## src/rtl/i2c_pkg.sv

```systemverilog
// i2c_pkg
//   Definitions shared by the I2C target and master blocks: the protocol
//   state enum, the bus levels that mean ACK/NACK, the number of data bits
//   in a byte, and small helpers for the bit counter and open-drain drive.
package i2c_pkg;

  typedef enum logic [2:0] {
    ST_IDLE,
    ST_ADDR,
    ST_ADDR_ACK,
    ST_WR_DATA,
    ST_WR_ACK,
    ST_RD_DATA,
    ST_RD_ACK
  } i2c_state_t;

  localparam logic       ACK_LEVEL     = 1'b0;
  localparam logic       NACK_LEVEL    = 1'b1;
  localparam logic [3:0] BITS_PER_BYTE = 4'd8;

  // The bit counter stops at a full byte so stray SCL pulses cannot wrap it.
  function automatic logic [3:0] bit_cnt_inc(input logic [3:0] cnt);
    return (cnt >= BITS_PER_BYTE) ? BITS_PER_BYTE : cnt + 4'd1;
  endfunction

  // Open-drain output: the only way to put a 0 on the bus is to pull it low.
  function automatic logic drive_for_level(input logic level);
    return ~level;
  endfunction

endpackage

```

## src/rtl/i2c_line_sync.sv

```systemverilog
// i2c_line_sync
//   Brings the asynchronous SCL/SDA bus lines into the clock domain and
//   derives the bus events the protocol FSM works from.
//
// Ports
//   clock      system clock
//   reset      asynchronous active-low reset
//   scl_in     raw bus SCL level
//   sda_in     raw bus SDA level
//   sda        synchronized SDA level
//   scl_rise   one-cycle pulse on synchronized SCL rising edge
//   scl_fall   one-cycle pulse on synchronized SCL falling edge
//   start_det  one-cycle pulse: SDA fell while SCL high
//   stop_det   one-cycle pulse: SDA rose while SCL high
module i2c_line_sync #(
  parameter int SYNC_STAGES = 2
) (
  input  logic clock,
  input  logic reset,
  input  logic scl_in,
  input  logic sda_in,
  output logic sda,
  output logic scl_rise,
  output logic scl_fall,
  output logic start_det,
  output logic stop_det
);

  logic [SYNC_STAGES-1:0] scl_pipe;
  logic [SYNC_STAGES-1:0] sda_pipe;
  logic                   scl_s;
  logic                   sda_s;
  logic                   scl_d;
  logic                   sda_d;

  // Synchronizer chains plus one extra delayed copy for edge detection.
  // Everything presets to 1 so that leaving reset looks like an idle bus
  // and never fabricates a START.
  always_ff @(posedge clock or negedge reset) begin
    if (!reset) begin
      scl_pipe <= '1;
      sda_pipe <= '1;
      scl_d    <= 1'b1;
      sda_d    <= 1'b1;
    end else begin
      scl_pipe <= {scl_pipe[SYNC_STAGES-2:0], scl_in};
      sda_pipe <= {sda_pipe[SYNC_STAGES-2:0], sda_in};
      scl_d    <= scl_s;
      sda_d    <= sda_s;
    end
  end

  assign scl_s = scl_pipe[SYNC_STAGES-1];
  assign sda_s = sda_pipe[SYNC_STAGES-1];

  assign sda       = sda_s;
  assign scl_rise  =  scl_s & ~scl_d;
  assign scl_fall  = ~scl_s &  scl_d;
  assign start_det =  scl_s &  sda_d & ~sda_s;
  assign stop_det  =  scl_s & ~sda_d &  sda_s;

endmodule

```

## src/rtl/i2c_target.sv

```systemverilog
// i2c_target
//   7-bit-address I2C target. Receives written bytes into rx_data and
//   returns tx_data on reads, driving SDA through an open-drain enable.
//
// Ports
//   clock     system clock (at least 8x SCL rate)
//   reset     asynchronous active-low reset
//   scl_in    bus SCL level (asynchronous)
//   sda_in    bus SDA level (asynchronous)
//   sda_oe    1 = pull SDA low, 0 = release
//   tx_data   byte returned on a read, captured at the start of each byte
//   rx_data   last byte written by the master
//   rx_valid  one-cycle pulse when rx_data updates
//   tx_load   one-cycle pulse when tx_data is captured
//   busy      high from own-address match until STOP, repeated START or NACK
module i2c_target
  import i2c_pkg::*;
#(
  parameter logic [6:0] ADDRESS     = 7'h50,
  parameter int         SYNC_STAGES = 2
) (
  input  logic       clock,
  input  logic       reset,
  input  logic       scl_in,
  input  logic       sda_in,
  output logic       sda_oe,
  input  logic [7:0] tx_data,
  output logic [7:0] rx_data,
  output logic       rx_valid,
  output logic       tx_load,
  output logic       busy
);

  logic sda;
  logic scl_rise;
  logic scl_fall;
  logic start_det;
  logic stop_det;

  i2c_state_t state, state_nxt;
  logic [3:0] bit_cnt, bit_cnt_nxt;
  logic [7:0] shift, shift_nxt;
  logic [7:0] rx_data_nxt;
  logic       sda_oe_nxt;
  logic       rx_valid_nxt;
  logic       tx_load_nxt;
  logic       busy_nxt;

  i2c_line_sync #(
    .SYNC_STAGES(SYNC_STAGES)
  ) u_line_sync (
    .clock    (clock),
    .reset    (reset),
    .scl_in   (scl_in),
    .sda_in   (sda_in),
    .sda      (sda),
    .scl_rise (scl_rise),
    .scl_fall (scl_fall),
    .start_det(start_det),
    .stop_det (stop_det)
  );

  // State and datapath registers. Reset is asynchronous so that SDA is
  // released immediately even if the clock is stalled mid-transfer.
  always_ff @(posedge clock or negedge reset) begin
    if (!reset) begin
      state    <= ST_IDLE;
      bit_cnt  <= '0;
      shift    <= '0;
      sda_oe   <= 1'b0;
      rx_data  <= '0;
      rx_valid <= 1'b0;
      tx_load  <= 1'b0;
      busy     <= 1'b0;
    end else begin
      state    <= state_nxt;
      bit_cnt  <= bit_cnt_nxt;
      shift    <= shift_nxt;
      sda_oe   <= sda_oe_nxt;
      rx_data  <= rx_data_nxt;
      rx_valid <= rx_valid_nxt;
      tx_load  <= tx_load_nxt;
      busy     <= busy_nxt;
    end
  end

  // Protocol sequencing. START/STOP are checked ahead of any SCL edge so a
  // bus condition always wins and drops whatever byte was in flight. Data
  // bits are shifted in on SCL rising edges; the SDA drive only moves on
  // SCL falling edges, when the bus allows SDA to change. In the ACK states
  // the counter just records that the 9th rising edge has happened, so the
  // exit waits for the falling edge that ends that clock.
  always_comb begin
    state_nxt    = state;
    bit_cnt_nxt  = bit_cnt;
    shift_nxt    = shift;
    sda_oe_nxt   = sda_oe;
    rx_data_nxt  = rx_data;
    rx_valid_nxt = 1'b0;
    tx_load_nxt  = 1'b0;
    busy_nxt     = busy;

    if (start_det) begin
      state_nxt   = ST_ADDR;
      bit_cnt_nxt = '0;
      sda_oe_nxt  = 1'b0;
      busy_nxt    = 1'b0;
    end else if (stop_det) begin
      state_nxt   = ST_IDLE;
      bit_cnt_nxt = '0;
      sda_oe_nxt  = 1'b0;
      busy_nxt    = 1'b0;
    end else begin
      case (state)
        ST_IDLE: begin
        end

        ST_ADDR: begin
          if (scl_rise) begin
            shift_nxt   = {shift[6:0], sda};
            bit_cnt_nxt = bit_cnt_inc(bit_cnt);
          end else if (scl_fall && bit_cnt == BITS_PER_BYTE) begin
            bit_cnt_nxt = '0;
            if (shift[7:1] == ADDRESS) begin
              state_nxt  = ST_ADDR_ACK;
              sda_oe_nxt = drive_for_level(ACK_LEVEL);
              busy_nxt   = 1'b1;
            end else begin
              state_nxt  = ST_IDLE;
            end
          end
        end

        ST_ADDR_ACK: begin
          if (scl_rise) begin
            bit_cnt_nxt = bit_cnt_inc(bit_cnt);
          end else if (scl_fall && bit_cnt != 4'd0) begin
            bit_cnt_nxt = '0;
            if (shift[0]) begin
              state_nxt   = ST_RD_DATA;
              shift_nxt   = tx_data;
              tx_load_nxt = 1'b1;
              sda_oe_nxt  = drive_for_level(tx_data[7]);
            end else begin
              state_nxt  = ST_WR_DATA;
              sda_oe_nxt = 1'b0;
            end
          end
        end

        ST_WR_DATA: begin
          if (scl_rise) begin
            shift_nxt   = {shift[6:0], sda};
            bit_cnt_nxt = bit_cnt_inc(bit_cnt);
          end else if (scl_fall && bit_cnt == BITS_PER_BYTE) begin
            state_nxt    = ST_WR_ACK;
            bit_cnt_nxt  = '0;
            rx_data_nxt  = shift;
            rx_valid_nxt = 1'b1;
            sda_oe_nxt   = drive_for_level(ACK_LEVEL);
          end
        end

        ST_WR_ACK: begin
          if (scl_rise) begin
            bit_cnt_nxt = bit_cnt_inc(bit_cnt);
          end else if (scl_fall && bit_cnt != 4'd0) begin
            state_nxt   = ST_WR_DATA;
            bit_cnt_nxt = '0;
            sda_oe_nxt  = 1'b0;
          end
        end

        ST_RD_DATA: begin
          if (scl_rise) begin
            bit_cnt_nxt = bit_cnt_inc(bit_cnt);
          end else if (scl_fall && bit_cnt == BITS_PER_BYTE) begin
            state_nxt   = ST_RD_ACK;
            bit_cnt_nxt = '0;
            sda_oe_nxt  = 1'b0;
          end else if (scl_fall && bit_cnt != 4'd0) begin
            shift_nxt  = {shift[6:0], 1'b0};
            sda_oe_nxt = drive_for_level(shift[6]);
          end
        end

        ST_RD_ACK: begin
          if (scl_rise) begin
            if (sda == NACK_LEVEL) begin
              state_nxt   = ST_IDLE;
              bit_cnt_nxt = '0;
              busy_nxt    = 1'b0;
            end else begin
              bit_cnt_nxt = bit_cnt_inc(bit_cnt);
            end
          end else if (scl_fall && bit_cnt != 4'd0) begin
            state_nxt   = ST_RD_DATA;
            bit_cnt_nxt = '0;
            shift_nxt   = tx_data;
            tx_load_nxt = 1'b1;
            sda_oe_nxt  = drive_for_level(tx_data[7]);
          end
        end

        default: begin
          state_nxt   = ST_IDLE;
          bit_cnt_nxt = '0;
          sda_oe_nxt  = 1'b0;
          busy_nxt    = 1'b0;
        end
      endcase
    end
  end

endmodule

```

## config.mk

```make
export PLATFORM = sky130hd
export DESIGN_NAME = i2c_target
export DESIGN_NICKNAME = d
export VERILOG_FILES = /design/src/rtl/i2c_pkg.sv /design/src/rtl/i2c_line_sync.sv /design/src/rtl/i2c_target.sv
export SDC_FILE = /design/constraint.sdc
export NUM_CORES = 1
export LEC_CHECK = 0
export CORE_MARGIN = 4
export CORE_UTILIZATION = 33
export DETAILED_ROUTE_END_ITERATION = 12
export PLACE_DENSITY = 0.61
export SYNTH_ARGS = -nofsm -noshare
export SYNTH_HDL_FRONTEND = slang
export SYNTH_SLANG_ARGS = --single-unit
```

## constraint.sdc

```tcl
create_clock -name clock -period 3.1 [get_ports clock]
set_input_delay 0.62 -clock clock [delete_from_list [all_inputs] [get_ports clock]]
set_output_delay 0.62 -clock clock [all_outputs]
set_load 0.03 [all_outputs]
```

Word-level counts from Yosys, hierarchy flattened:

Index checks and enable logic that the tools add are counted.

* bitwise gates (word level): 15
* add/sub/neg operators: 1
* $lt $le $gt $ge: 1
* reduce and logical (&&, ||, !) cells: 16
* mux-type cells: 74
* eq/ne operators: 38

Operators by type and width (count)
* $mux W8: 9
* $ne A4 B4 Y1 const B: 14
* $mux W3: 16
* $mux W4: 9
* $mux W1: 33
* $pmux W8 S4: 1
* $pmux W3 S7: 1
* $ne A2 B2 Y1 const B: 8
* $pmux W4 S4: 1
* $reduce_and A14 Y1: 1
* $reduce_and A13 Y1: 1
* $reduce_and A12 Y1: 1
* $reduce_and A11 Y1: 1
* $ne A5 B5 Y1 const B: 2
* $eq A3 B3 Y1 const B: 3
* $not A1 Y1: 9
* $reduce_bool A4 Y1: 2
* $eq A7 B7 Y1 const B: 1
* $pmux W1 S7: 1
* $and A1 B1 Y1: 6
* $eq A3 B2 Y1 const B: 2
* $reduce_and A6 Y1: 1
* $ne A5 B1 Y1 const B: 1
* $ne A5 B4 Y1 const B: 1
* other kinds (18): 20

* register bits: 33
* output and inout port bits: 12
* word-level logic and storage cells: 158

Logic depth before layout (Yosys ltp):

* depth in word-level cells: 9
* depth in mapped cells: 9

Hierarchy:

From an unflattened synthesis, not the netlist that was laid out.

* cell total of the unflattened synthesis: 173
* area total of the unflattened synthesis: 1853.0 um^2

By module, submodules not included
* i2c_target: area an instance 1662.8 um^2, times used 1, cells an instance 163
* i2c_line_sync: area an instance 190.2 um^2, times used 1, cells an instance 10

Worst setup path before layout:

No wires, ideal clock.

* path kind: reg2reg
* start: register bit_cnt[0]
* end: register state[0]
* path buffers: 1
* setup slack: 1.319 ns
* arrival: 1.650 ns
* required time: 2.970 ns
* cell stages (with the launch flop): 10
* cell sequence: dfrtp_1 -> inv_1 -> ha_1 -> nor2b_1 -> a31oi_1 -> o221ai_1 -> and2_1 -> buf_6 -> a221oi_1 -> a21oi_1

* cells in the longest elaborated chain, start to end: 4

RTL lines
* start: declaration: RTL line i2c_target.sv:41 `logic [3:0] bit_cnt, bit_cnt_nxt;`
* start signal: assignment: RTL line i2c_target.sv:77 `bit_cnt <= bit_cnt_nxt;`
* $eq A4 B4 Y1 / $reduce_bool A4 Y1 (equally long branches)
* $logic_and A1 B1 Y1 (on tied branches)
* $ne A4 B4 Y1 (no line) / $ne A5 B5 Y1 (equally long branches)
* $reduce_and A13 Y1 (no line) *
* end signal: assignment: RTL line i2c_target.sv:76 `state <= state_nxt;`
* end: declaration: RTL line i2c_target.sv:40 `i2c_state_t state, state_nxt;`

Every way passes the cells marked *; elsewhere a longest branch is shown, timed or not.
A chain may end at the register's enable or synchronous reset.

Worst setup path after layout:

* start: register bit_cnt[0]
* end: register shift[1]

* cells in the longest elaborated chain, start to end: 4

RTL lines
* $eq A4 B4 Y1 / $reduce_bool A4 Y1 (equally long branches)
* $logic_and A1 B1 Y1 (on tied branches)
* $ne A2 B2 Y1 (no line)
* $reduce_and A12 Y1 (no line) *
* end signal: assignment: RTL line i2c_target.sv:78 `shift <= shift_nxt;`
* end: declaration: RTL line i2c_target.sv:42 `logic [7:0] shift, shift_nxt;`

Marked as above.

==> impl_metrics.csv <==
group,metric,value,unit
timing,max_slew.worst_pin.slew,599,ps
place,place_hpwl,2.90,mm
logic_synthesis,synthAdderAreaFrac,1.94,%
timing,grt_setup_unrepaired,"false",
pwr,combinationalPowerShare,16.1,%
pwr,internal_power,830,uW
logic_synthesis,ys_types,50,
place,numPortBuffers,23,
status,status,"completed",
logic_synthesis,syn_area_per_cell,9.27,sq um
timing,maxSlewViolCount,0,
route,drt-pass1-iter-count,4,
logic_synthesis,muxShareOfSynthArea,0,%
logic_synthesis,ys_seq_area_share,46.1,%
floorplanning,die_w,82.0,um
logic_synthesis,synth_top_family_by_area,"compound AO/OA/AOI/OAI gates",
timing,fin_tns_setup,0,ps
pwr,finalPower,1160,uW
place,gp_congestion,0.871,
floorplanning,die_area,6730,sq um
logic_synthesis,synthArstFlopShare,100,%
cts,cts_tree,"yes",
logic_synthesis,ys_ff_latch,33,
cts,cts.sinks,33,
timing,period_needed,2150,ps
place,post-place-cells,282,
layout,final_nets,233,
timing,fmax,464,MHz
route,wl_per_cell,14.0,um
pwr,seqPwrFrac,47.8,%
setup_path,crit_type,"flip-flop to flip-flop",
global_route,grt-ovfl-total,0,
pwr,switching_power,326,uW
timing,hold_viol,0,
cts,clk_path_buf_depth,2,
timing,min_period_over_period,69.5,%
setup_path,cp.required,3300,ps
cts,postCtsHoldBufs,0,
logic_synthesis,synthCells,195,
flow_run,max_cap_viol_count,0,
pwr,p_leak,0.000919,uW
logic_synthesis,synth-compound-area-share,23.8,%
route,drt_iter0_drc,91,
setup_path,r2r_cells,8,
pwr,p_per_area,525,nW/um^2
pwr,peakVddDrop,0.208,mV
route,ant_nets,0,
layout,drive_gt1_share,12.7,%
floorplanning,start_util,34.7,%
route,viasPerCell,5.25,
route,route.vias.total,1522,
logic_synthesis,ys.flop_type,"dfrtp_1",
layout,fillerInstances,534,
min_path,min_path_type,"flip-flop to flip-flop",
layout,area_growth,21.8,%
floorplanning,rows,26,
global_route,grt_max_degree,34,
cts,cts_root_buf,"clkbuf_8",
cts,post_cts_resize_count,0,
timing,finClkSkew,6.99,ps
logic_synthesis,synth_top_area_cell,"dfrtp_1",
timing,timing.hold.ws,357,ps
setup_path,cp-start-kind,"flip-flop",
layout,diodes,0,
layout,fin_util,42.3,%
min_path,hold-path-cell-count,0,
timing,relSlewSlack,60.0,%
cts,tritoncts.num_buffers,5,
setup_path,crit_fanout,14,
cts,ctsHtreeMaxLevel,2,
logic_synthesis,yosys_warnings,0,
route,routed_wirelength,4.06,mm
logic_synthesis,synth-edff-count,0,
global_route,grt_pass1_vias,1444,
cts,clk-insertion-delay-late,280,ps
floorplanning,ios,24,
pwr,p_sw_share,28.2,%
cts,path_clk_slew,70,ps
global_route,antenna_found_initial,0,
global_route,grt_pass1_wl,6.98,mm
timing,setup_viol,0,
logic_synthesis,synth_area_leaders,"dfrtp_1, dfstp_2, nand2_1, nor2_1, a22oi_1",
logic_synthesis,synth_top_cell_area_share,37.4,%
pwr,pwr-share-clk,36.1,%
logic_synthesis,syn-cell-area,1810,sq um
logic_synthesis,synth-xor-area-share,0.969,%
floorplanning,dieHeight,82.0,um
cts,post_cts_buffers,0,
floorplanning,coreArea,5200,sq um
global_route,grtUsageTotal,13.5,%
logic_synthesis,yosys.area_share.simple,22.9,%
logic_synthesis,synth_nets,209,
route,drc,0,
setup_path,endpoint_kind,"flip-flop",
layout,stdcell_count,290,
setup_path,cp.arrival,2360,ps
stage by stage:
stage | instance area [sq um] | worst slack, ps
2_1_floorplan | 1810 | 1320
3_5_place_dp | 2090 | 945
4_1_cts | 2200 | 944
6_report | 2200 | 946
5_1_grt | 2200 | 746
3_3_place_gp | 2090 | 970
routing by layer:
layer  track usage [%]  share of wire, %  vias up
li1                  -                 -      751
met1              19.2                49      704
met2              19.0                42       55
met3              4.17               7.5       12
met4              4.98               1.7        0
met5                 0                 0        -
final cells by class:
type                       count  area, sq um  share of cell area, %
inverter                       8         30.0                   1.36
multi-input combinational    147          897                   40.7
clock inverter                 1         30.0                   1.36
timing repair buffer          24          238                   10.8
clock buffer                   7         86.3                   3.92
sequential                    33          833                   37.8
tap                           70         87.6                   3.98
placed cells by master, fill, tap and decap left out, types with 6 or more instances in the layout:
cell,instances
clkdlybuf4s50_1,23
o21ai_0,6
a22oi_1,9
dfrtp_1,27
a21oi_1,12
nand2_1,35
clkbuf_8,6
inv_1,8
dfstp_2,6
nor2_1,21
path summary, 6_finish.rpt:
| path | startpoint | slack (ps) | end |
|---|---|---|---|
| min in group asynchronous | reset | 730 | state[0]$_DFFE_PN0P_ |
| max in group asynchronous | reset | 2050 | u_line_sync.sda_d$_DFF_PN1_ |
| worst min-delay path | u_line_sync.sda_pipe[0]$_DFF_PN1_ | 360 | u_line_sync.sda_pipe[1]$_DFF_PN1_ |
| worst min register to register | u_line_sync.sda_pipe[0]$_DFF_PN1_ | 360 | u_line_sync.sda_pipe[1]$_DFF_PN1_ |
| worst max register to register | bit_cnt[0]$_DFFE_PN0P_ | 950 | shift[1]$_DFFE_PN0P_ |
| worst max-delay path | bit_cnt[0]$_DFFE_PN0P_ | 950 | shift[1]$_DFFE_PN0P_ |
power by group through the flow:
stage	Combinational, uW	Sequential [uW]	Clock (uW)
CTS	187	552	428
floorplan	147	533	0
global route	212	565	449
global placement	185	559	0
detailed placement	186	560	0
finish	186	553	417
cell families after synthesis:
family,Yosys count
XOR/XNOR,2
AND/OR/NAND/NOR,84
AO/OA/AOI/OAI,58
adder cells (fa/ha/maj),3
buffers and inverters,15
flip-flops,33
state kept, by name (all words and copies together) (netlist names):
register / cells
tx_load: 1
rx_valid: 1
busy: 1
u_line_sync.sda_pipe: 2
u_line_sync.scl_d: 1
shift: 8
state: 3
sda_oe: 1
u_line_sync.sda_d: 1
u_line_sync.scl_pipe: 2
rx_data: 8
bit_cnt: 4
synthesized netlist by cell type, drive strengths merged (2+ instances only):
master and n:
a31oi 3, a211oi 3, a22oi 10, nand2b 6
nor2 22, o21ai 8, nand2 35, o221ai 2
and3 3, dfrtp 27, o31ai 3, buf 7
and2 3, nor2b 3, a32oi 2, nand3 4
ha 2, inv 8, nor3b 3, dfstp 6
xor2 2, a21oi 15, nor3 2
critical path, cell delays in order, from the launching register on:
cell     delay (ps)
dfrtp_1         420
inv_1            70
ha_1            200
nor2b_1         190
o32ai_2         280
a22oi_2         120
nor3b_4         550
nor2_1           80
a31oi_1         170
(Power assumes the default switching activity.)
